==> config.mk <==
export PLATFORM = sky130hd
export DESIGN_NAME = id_stage_flat
export DESIGN_NICKNAME = d
export VERILOG_FILES = /design/src/rtl/id_stage_if.sv /design/src/rtl/id_stage.sv /design/src/flat_wrapper.sv
export SDC_FILE = /design/constraint.sdc
export NUM_CORES = 2
export LEC_CHECK = 0
export ABC_AREA = 1
export ABC_CLOCK_PERIOD_IN_PS = 36900
export CORE_MARGIN = 3
export CORE_UTILIZATION = 50
export DETAILED_ROUTE_END_ITERATION = 12
export PLACE_DENSITY = 0.68
export SLEW_MARGIN = 20
export SYNTH_ARGS = -nofsm -noshare
export SYNTH_HDL_FRONTEND = slang
export SYNTH_SLANG_ARGS = --single-unit
==> constraint.sdc <==
create_clock -name clk -period 36.9 [get_ports clk]
set_clock_uncertainty 0.2 [all_clocks]
set_input_delay 7.38 -clock clk [delete_from_list [all_inputs] [get_ports clk]]
set_output_delay 7.38 -clock clk [all_outputs]
set_load 0.02 [all_outputs]
==> src/rtl/id_stage_if.sv <==
// Bundle between fetch/write-back drivers and the decode stage.
// The decode stage uses the slave modport; whoever feeds it uses master.
interface id_stage_if #(
    parameter int WIDTH = 32
);
    // fetch side
    logic [31:0]      instruction;
    logic [WIDTH-1:0] PC;
    logic             stall;
    logic             flush;

    // register-file write-back port
    logic             wb_en;
    logic [4:0]       wb_addr;
    logic [WIDTH-1:0] wb_data;

    // decoded outputs
    logic [WIDTH-1:0] id_pc;
    logic             valid;
    logic [4:0]       rs1_addr;
    logic [4:0]       rs2_addr;
    logic [4:0]       rd_addr;
    logic [WIDTH-1:0] rs1_data;
    logic [WIDTH-1:0] rs2_data;
    logic [WIDTH-1:0] imm;
    logic [2:0]       funct3;
    logic             funct7_5;
    logic             reg_write;
    logic             mem_read;
    logic             mem_write;
    logic             branch;
    logic             jump;
    logic             alu_src;
    logic             mem_to_reg;
    logic [1:0]       alu_op;
    logic             illegal;

    modport master (
        output instruction, PC, stall, flush, wb_en, wb_addr, wb_data,
        input  id_pc, valid, rs1_addr, rs2_addr, rd_addr, rs1_data, rs2_data,
               imm, funct3, funct7_5, reg_write, mem_read, mem_write, branch,
               jump, alu_src, mem_to_reg, alu_op, illegal
    );

    modport slave (
        input  instruction, PC, stall, flush, wb_en, wb_addr, wb_data,
        output id_pc, valid, rs1_addr, rs2_addr, rd_addr, rs1_data, rs2_data,
               imm, funct3, funct7_5, reg_write, mem_read, mem_write, branch,
               jump, alu_src, mem_to_reg, alu_op, illegal
    );
endinterface

==> src/rtl/id_stage.sv <==
// Instruction-decode stage: IF/ID pipeline register with stall/flush,
// RV32I-style control decode, immediate generation and a 32-entry
// register file with a write-through bypass on the read ports.
// All outputs are combinational from the IF/ID register and the file.
module id_stage #(
    parameter int WIDTH = 32
) (
    input  logic     clk,
    input  logic     rst,
    id_stage_if.slave bus
);
    localparam logic [31:0] NOP_INSTR = 32'h0000_0013;

    localparam logic [6:0] OP_R      = 7'b0110011;
    localparam logic [6:0] OP_I_ALU  = 7'b0010011;
    localparam logic [6:0] OP_LOAD   = 7'b0000011;
    localparam logic [6:0] OP_STORE  = 7'b0100011;
    localparam logic [6:0] OP_BRANCH = 7'b1100011;
    localparam logic [6:0] OP_LUI    = 7'b0110111;
    localparam logic [6:0] OP_AUIPC  = 7'b0010111;
    localparam logic [6:0] OP_JAL    = 7'b1101111;
    localparam logic [6:0] OP_JALR   = 7'b1100111;

    logic [31:0]      ifid_instr;
    logic [WIDTH-1:0] ifid_pc;
    logic             ifid_valid;

    logic [WIDTH-1:0] regs [32];

    logic             wb_fire;
    logic [6:0]       opcode;

    logic             dec_reg_write;
    logic             dec_mem_read;
    logic             dec_mem_write;
    logic             dec_branch;
    logic             dec_jump;
    logic             dec_alu_src;
    logic             dec_mem_to_reg;
    logic             dec_illegal;
    logic [1:0]       dec_alu_op;
    logic [WIDTH-1:0] dec_imm;

    assign wb_fire = bus.wb_en && (bus.wb_addr != 5'd0);
    assign opcode  = ifid_instr[6:0];

    // IF/ID register: flush beats stall beats load; a flushed slot keeps the PC.
    always_ff @(posedge clk or posedge rst) begin
        if (rst) begin
            ifid_instr <= NOP_INSTR;
            ifid_pc    <= '0;
            ifid_valid <= 1'b0;
        end else if (bus.flush) begin
            ifid_instr <= NOP_INSTR;
            ifid_pc    <= bus.PC;
            ifid_valid <= 1'b0;
        end else if (!bus.stall) begin
            ifid_instr <= bus.instruction;
            ifid_pc    <= bus.PC;
            ifid_valid <= 1'b1;
        end
    end

    // Register file write port; x0 is never written, independent of stall/flush.
    always_ff @(posedge clk or posedge rst) begin
        if (rst) begin
            for (int i = 0; i < 32; i++) begin
                regs[i] <= '0;
            end
        end else if (wb_fire) begin
            regs[bus.wb_addr] <= bus.wb_data;
        end
    end

    // Operand reads: x0 is hard zero, a same-cycle write to the read address bypasses storage.
    always_comb begin
        bus.rs1_data = regs[ifid_instr[19:15]];
        bus.rs2_data = regs[ifid_instr[24:20]];
        if (ifid_instr[19:15] == 5'd0) begin
            bus.rs1_data = '0;
        end else if (wb_fire && (bus.wb_addr == ifid_instr[19:15])) begin
            bus.rs1_data = bus.wb_data;
        end
        if (ifid_instr[24:20] == 5'd0) begin
            bus.rs2_data = '0;
        end else if (wb_fire && (bus.wb_addr == ifid_instr[24:20])) begin
            bus.rs2_data = bus.wb_data;
        end
    end

    // Opcode decode into raw controls and the format-specific immediate.
    always_comb begin
        dec_reg_write  = 1'b0;
        dec_mem_read   = 1'b0;
        dec_mem_write  = 1'b0;
        dec_branch     = 1'b0;
        dec_jump       = 1'b0;
        dec_alu_src    = 1'b0;
        dec_mem_to_reg = 1'b0;
        dec_illegal    = 1'b0;
        dec_alu_op     = 2'b00;
        dec_imm        = '0;
        unique case (opcode)
            OP_R: begin
                dec_reg_write = 1'b1;
                dec_alu_op    = 2'b10;
            end
            OP_I_ALU: begin
                dec_reg_write = 1'b1;
                dec_alu_src   = 1'b1;
                dec_alu_op    = 2'b11;
                dec_imm       = {{(WIDTH-12){ifid_instr[31]}}, ifid_instr[31:20]};
            end
            OP_LOAD: begin
                dec_reg_write  = 1'b1;
                dec_mem_read   = 1'b1;
                dec_mem_to_reg = 1'b1;
                dec_alu_src    = 1'b1;
                dec_imm        = {{(WIDTH-12){ifid_instr[31]}}, ifid_instr[31:20]};
            end
            OP_STORE: begin
                dec_mem_write = 1'b1;
                dec_alu_src   = 1'b1;
                dec_imm       = {{(WIDTH-12){ifid_instr[31]}},
                                 ifid_instr[31:25], ifid_instr[11:7]};
            end
            OP_BRANCH: begin
                dec_branch = 1'b1;
                dec_alu_op = 2'b01;
                dec_imm    = {{(WIDTH-12){ifid_instr[31]}}, ifid_instr[7],
                              ifid_instr[30:25], ifid_instr[11:8], 1'b0};
            end
            OP_LUI, OP_AUIPC: begin
                dec_reg_write = 1'b1;
                dec_alu_src   = 1'b1;
                dec_imm       = {{(WIDTH-32){ifid_instr[31]}}, ifid_instr[31:12], 12'b0};
            end
            OP_JAL: begin
                dec_reg_write = 1'b1;
                dec_jump      = 1'b1;
                dec_alu_src   = 1'b1;
                dec_imm       = {{(WIDTH-20){ifid_instr[31]}}, ifid_instr[19:12],
                                 ifid_instr[20], ifid_instr[30:21], 1'b0};
            end
            OP_JALR: begin
                dec_reg_write = 1'b1;
                dec_jump      = 1'b1;
                dec_alu_src   = 1'b1;
                dec_imm       = {{(WIDTH-12){ifid_instr[31]}}, ifid_instr[31:20]};
            end
            default: begin
                dec_illegal = 1'b1;
            end
        endcase
    end

    // Output stage: every control is qualified by valid so bubbles and reset are inert.
    always_comb begin
        bus.id_pc      = ifid_pc;
        bus.valid      = ifid_valid;
        bus.rs1_addr   = ifid_instr[19:15];
        bus.rs2_addr   = ifid_instr[24:20];
        bus.rd_addr    = ifid_instr[11:7];
        bus.funct3     = ifid_instr[14:12];
        bus.funct7_5   = ifid_instr[30];
        bus.imm        = dec_imm;
        bus.reg_write  = dec_reg_write  & ifid_valid;
        bus.mem_read   = dec_mem_read   & ifid_valid;
        bus.mem_write  = dec_mem_write  & ifid_valid;
        bus.branch     = dec_branch     & ifid_valid;
        bus.jump       = dec_jump       & ifid_valid;
        bus.alu_src    = dec_alu_src    & ifid_valid;
        bus.mem_to_reg = dec_mem_to_reg & ifid_valid;
        bus.illegal    = dec_illegal    & ifid_valid;
        bus.alu_op     = dec_alu_op     & {2{ifid_valid}};
    end
endmodule

==> src/flat_wrapper.sv <==
// flat-port wrapper written by rule: the top's interface ports become plain ports
module id_stage_flat 
#(
    parameter int WIDTH = 32
)
  (clk, rst, bus_instruction, bus_PC, bus_stall, bus_flush, bus_wb_en, bus_wb_addr, bus_wb_data, bus_id_pc, bus_valid, bus_rs1_addr, bus_rs2_addr, bus_rd_addr, bus_rs1_data, bus_rs2_data, bus_imm, bus_funct3, bus_funct7_5, bus_reg_write, bus_mem_read, bus_mem_write, bus_branch, bus_jump, bus_alu_src, bus_mem_to_reg, bus_alu_op, bus_illegal);
  id_stage_if #(.WIDTH(WIDTH)) bus_i ();
  input  logic clk;
  input  logic rst;
  input wire logic [$bits(bus_i.instruction)-1:0] bus_instruction;
  input wire logic [$bits(bus_i.PC)-1:0] bus_PC;
  input wire logic [$bits(bus_i.stall)-1:0] bus_stall;
  input wire logic [$bits(bus_i.flush)-1:0] bus_flush;
  input wire logic [$bits(bus_i.wb_en)-1:0] bus_wb_en;
  input wire logic [$bits(bus_i.wb_addr)-1:0] bus_wb_addr;
  input wire logic [$bits(bus_i.wb_data)-1:0] bus_wb_data;
  output wire logic [$bits(bus_i.id_pc)-1:0] bus_id_pc;
  output wire logic [$bits(bus_i.valid)-1:0] bus_valid;
  output wire logic [$bits(bus_i.rs1_addr)-1:0] bus_rs1_addr;
  output wire logic [$bits(bus_i.rs2_addr)-1:0] bus_rs2_addr;
  output wire logic [$bits(bus_i.rd_addr)-1:0] bus_rd_addr;
  output wire logic [$bits(bus_i.rs1_data)-1:0] bus_rs1_data;
  output wire logic [$bits(bus_i.rs2_data)-1:0] bus_rs2_data;
  output wire logic [$bits(bus_i.imm)-1:0] bus_imm;
  output wire logic [$bits(bus_i.funct3)-1:0] bus_funct3;
  output wire logic [$bits(bus_i.funct7_5)-1:0] bus_funct7_5;
  output wire logic [$bits(bus_i.reg_write)-1:0] bus_reg_write;
  output wire logic [$bits(bus_i.mem_read)-1:0] bus_mem_read;
  output wire logic [$bits(bus_i.mem_write)-1:0] bus_mem_write;
  output wire logic [$bits(bus_i.branch)-1:0] bus_branch;
  output wire logic [$bits(bus_i.jump)-1:0] bus_jump;
  output wire logic [$bits(bus_i.alu_src)-1:0] bus_alu_src;
  output wire logic [$bits(bus_i.mem_to_reg)-1:0] bus_mem_to_reg;
  output wire logic [$bits(bus_i.alu_op)-1:0] bus_alu_op;
  output wire logic [$bits(bus_i.illegal)-1:0] bus_illegal;
  assign bus_i.instruction = bus_instruction;
  assign bus_i.PC = bus_PC;
  assign bus_i.stall = bus_stall;
  assign bus_i.flush = bus_flush;
  assign bus_i.wb_en = bus_wb_en;
  assign bus_i.wb_addr = bus_wb_addr;
  assign bus_i.wb_data = bus_wb_data;
  assign bus_id_pc = bus_i.id_pc;
  assign bus_valid = bus_i.valid;
  assign bus_rs1_addr = bus_i.rs1_addr;
  assign bus_rs2_addr = bus_i.rs2_addr;
  assign bus_rd_addr = bus_i.rd_addr;
  assign bus_rs1_data = bus_i.rs1_data;
  assign bus_rs2_data = bus_i.rs2_data;
  assign bus_imm = bus_i.imm;
  assign bus_funct3 = bus_i.funct3;
  assign bus_funct7_5 = bus_i.funct7_5;
  assign bus_reg_write = bus_i.reg_write;
  assign bus_mem_read = bus_i.mem_read;
  assign bus_mem_write = bus_i.mem_write;
  assign bus_branch = bus_i.branch;
  assign bus_jump = bus_i.jump;
  assign bus_alu_src = bus_i.alu_src;
  assign bus_mem_to_reg = bus_i.mem_to_reg;
  assign bus_alu_op = bus_i.alu_op;
  assign bus_illegal = bus_i.illegal;
  id_stage #(.WIDTH(WIDTH)) u_core (.clk(clk), .rst(rst), .bus(bus_i));
endmodule
==> results by group <==
Status
  – Status: finished, final reports clean

Logic synthesis
  – Post-synthesis cell area: between 60000 and 70000 um^2
  – FF+latch count, synth: about 1100
  – Share of Yosys cell area claimed by the top area cell type: 43.4%
  – Syn_area_per_cell: 6.70 um^2
  – Synth Warn #: 0
  – Main area contributors after synthesis: dfrtp_1 (43%), nand2_1 (20%), nand3_1 (9.3%)
  – Synth async-reset ratio: 100%
  – Synth unique cells: 30
  – Sequential area share after synthesis: a little over two fifths
  – Count leader, synth: nand2_1
  – Top post-synthesis cells by count: nand2_1 (3375), nand3_1 (1164), o21ai_0 (1139), dfrtp_1 (1086), inv_1 (900)
  – Synth area leader: dfrtp_1
  – EDFF count, synth: 0
  – Synthesized net count: 9446
  – Top_reg_cell synth: dfrtp_1
  – Mapped Cells: just over 9000

Routing
  – Antenna-violating nets left: 0
  – DR vias: 64000
  – Wirelength, routed: approximately 240000 um
  – Drt pass-1 iters: 9
  – Vias per inst: roughly 6
  – Remaining DRCs: 0
  – Wire per inst: 22.6 um
  – Drt initial violations: between 9000 and 10000

Flow run
  – Max_cap viols: 0

Worst setup path
  – Buf+Inv Stages, Crit Path: 6
  – Crit path DAT: 11400 ps
  – Req. time, crit path: slightly below 30000 ps
  – CP max FO: 37
  – Max stage delay on crit path: a little under 900 ps
  – Crit path kind: input port to primary output
  – Crit-path cells: clkdlybuf4s50_1 > inv_1 > nand3_1 > o21ai_2 > inv_1 > nand3_2 > buf_4 > inv_2 > nor2_1 > nor2_1 > clkdlybuf4s50_1
  – Type of origin of the critical path: input port
  – Flop2flop setup slack: approximately 34000 ps
  – Worst Setup End Kind: primary output
  – Critical path's slowest cell: inv_2
  – Family with the most delay on the worst path: buffers and inverters

CTS
  – Root buf cell: clkbuf_16
  – CTS tree: done
  – CTS HTree Levels: 4
  – Hold_buf cts: 0
  – CTS max path bufs: 3
  – CTS clk-pin slew, worst paths: 50 ps
  – TritonCTS Buffers: between 100 and 150
  – Post-CTS sizing: 0
  – Sink Count: 1089
  – Worst skew pair latency: roughly 760 ps
  – Setup Buffers After CTS: 0

Finish
  – Synthesis-to-finish area growth: 11.1%
  – Finished Layout Cells: 10800
  – Final Util: approximately 56%
  – Final-stage net count: ~9200
  – Number of fill cells: roughly 12000
  – Share of layout cells above drive strength 1: approximately 4.4%

Die
  – Core area: approximately 120000 um^2
  – Num rows: ~130
  – Initial core utilization: 50.5%
  – Vert. Die Dim: 360 um
  – I/O pins: around 260
  – Die footprint: 129000 um^2
  – Die W: 360 um

Placement
  – Final Wtd Congestion: about 0.87
  – Post-DP HPWL: about 130000 um
  – Placed Instances: around 11000
  – IO Port Bufs: 263

STA
  – Final min period: roughly 19000 ps
  – Setup TNS: 0 ps
  – Max Freq: 52.7 MHz
  – Final number of hold-violating endpoints: 0
  – Slew of the pin with the lowest slew margin: ~1200 ps
  – Final setup viols: 0
  – Rel. slew slack: 18.4%
  – RSZ-0062 raised after global routing: no
  – Period utilization: approximately half
  – Pins Over Slew Limit: 0

Global route
  – Vias in the first global route: 59400
  – First-pass GRT wire length: approximately 370000 um
  – GR Overflow Total: 0
  – Total global-route track usage: between 30% and 40%
  – Initial antenna violation count: 17
  – Largest net degree at the start of global routing: ~230

Pwr
  – Max VDD drop: 0.0492 mV
  – Pwr Total: approximately 3.7 mW
  – Power Density: 52.7 nW/um^2
  – Leak pwr: between 30 and 40 nW

Worst hold path
  – Worst hold path type: flip-flop to flip-flop
==> final timing paths <==
path	cells after the start	start	to
worst max register to register	3	u_core.ifid_instr[20]$_DFFE_PP0P_	u_core.ifid_instr[20]$_DFFE_PP0P_
worst max-delay path	11	bus_wb_addr[3]	bus_rs1_data[1]
min in group asynchronous	3	rst	u_core.regs[580]$_DFFE_PP0P_
max in group asynchronous	7	rst	u_core.regs[125]$_DFFE_PP0P_
worst min-delay path	0	u_core.regs[1006]$_DFFE_PP0P_	u_core.regs[1006]$_DFFE_PP0P_
worst min register to register	0	u_core.regs[1006]$_DFFE_PP0P_	u_core.regs[1006]$_DFFE_PP0P_
==> flip-flops by register name, indices dropped and copies added, names as in the netlist <==
name and flops:
u_core.bus.id_pc 32, u_core.bus.valid 1, u_core.regs 1024, u_core.ifid_instr 32
==> placed cells by master, fill, tap and decap left out, types with 31 or more instances in the layout <==
master / n
o211ai_1: 216
nand3_1: 1164
nor2_1: 389
clkdlybuf4s50_1: 263
buf_4: 105
o21ai_0: 1139
inv_1: 895
clkbuf_1: 32
nand2_1: 3365
a21oi_1: 184
dfrtp_1: 1078
clkbuf_16: 132
clkbuf_8: 31
==> metrics by stage <==
step,setup WS [ps],hold slack (ps),instance area (um^2)
after floorplan,14300,229,62600
after global placement,18200,165,65300
after detailed placement,18130,166,65300
after CTS,18120,178,69500
after global routing,17750,184,69600
final,17920,173,69600
==> metal layers <==
layer	GRT usage [%]	part of all wire, %
met1	50.6	40
met2	55.3	43
met3	9.40	13
met4	16.6	4.9
met5	0	0.028
==> power by group <==
part	total (mW)	internal, mW	switching, mW
Clock	1.29	0.757	0.536
Combinational	0.822	0.281	0.540
Sequential	1.55	1.42	0.139
==> cell families (layout without fill, tap and decap cells) <==
family | Yosys count | after routing | share of synthesized area [%]
AND/OR/NAND/NOR | 4993 | 4993 | 32.5
buffers and inverters | 1702 | 1524 | 10.6
AO/OA/AOI/OAI | 1552 | 1552 | 13.3
flip-flops | 1089 | 1089 | 43.5
XOR/XNOR | 4 | 4 | 0.0560
other | 0 | 9 | 0
==> area by class of cell <==
cell class / count / area [um^2] / share of cell area [%]
Timing Repair Buffer: 382 / 3700 / 5.32
Clock buffer: 195 / 3850 / 5.53
Multi-Input combinational cell: 6549 / 28800 / 41.4
Inverter: 910 / 3460 / 4.97
Antenna cell: 9 / 22.5 / 0.0324
Sequential cell: 1089 / 27300 / 39.2
Tap cell: 1637 / 2050 / 2.94
Clock inverter: 37 / 389 / 0.559
(Power assumes the default switching activity.)
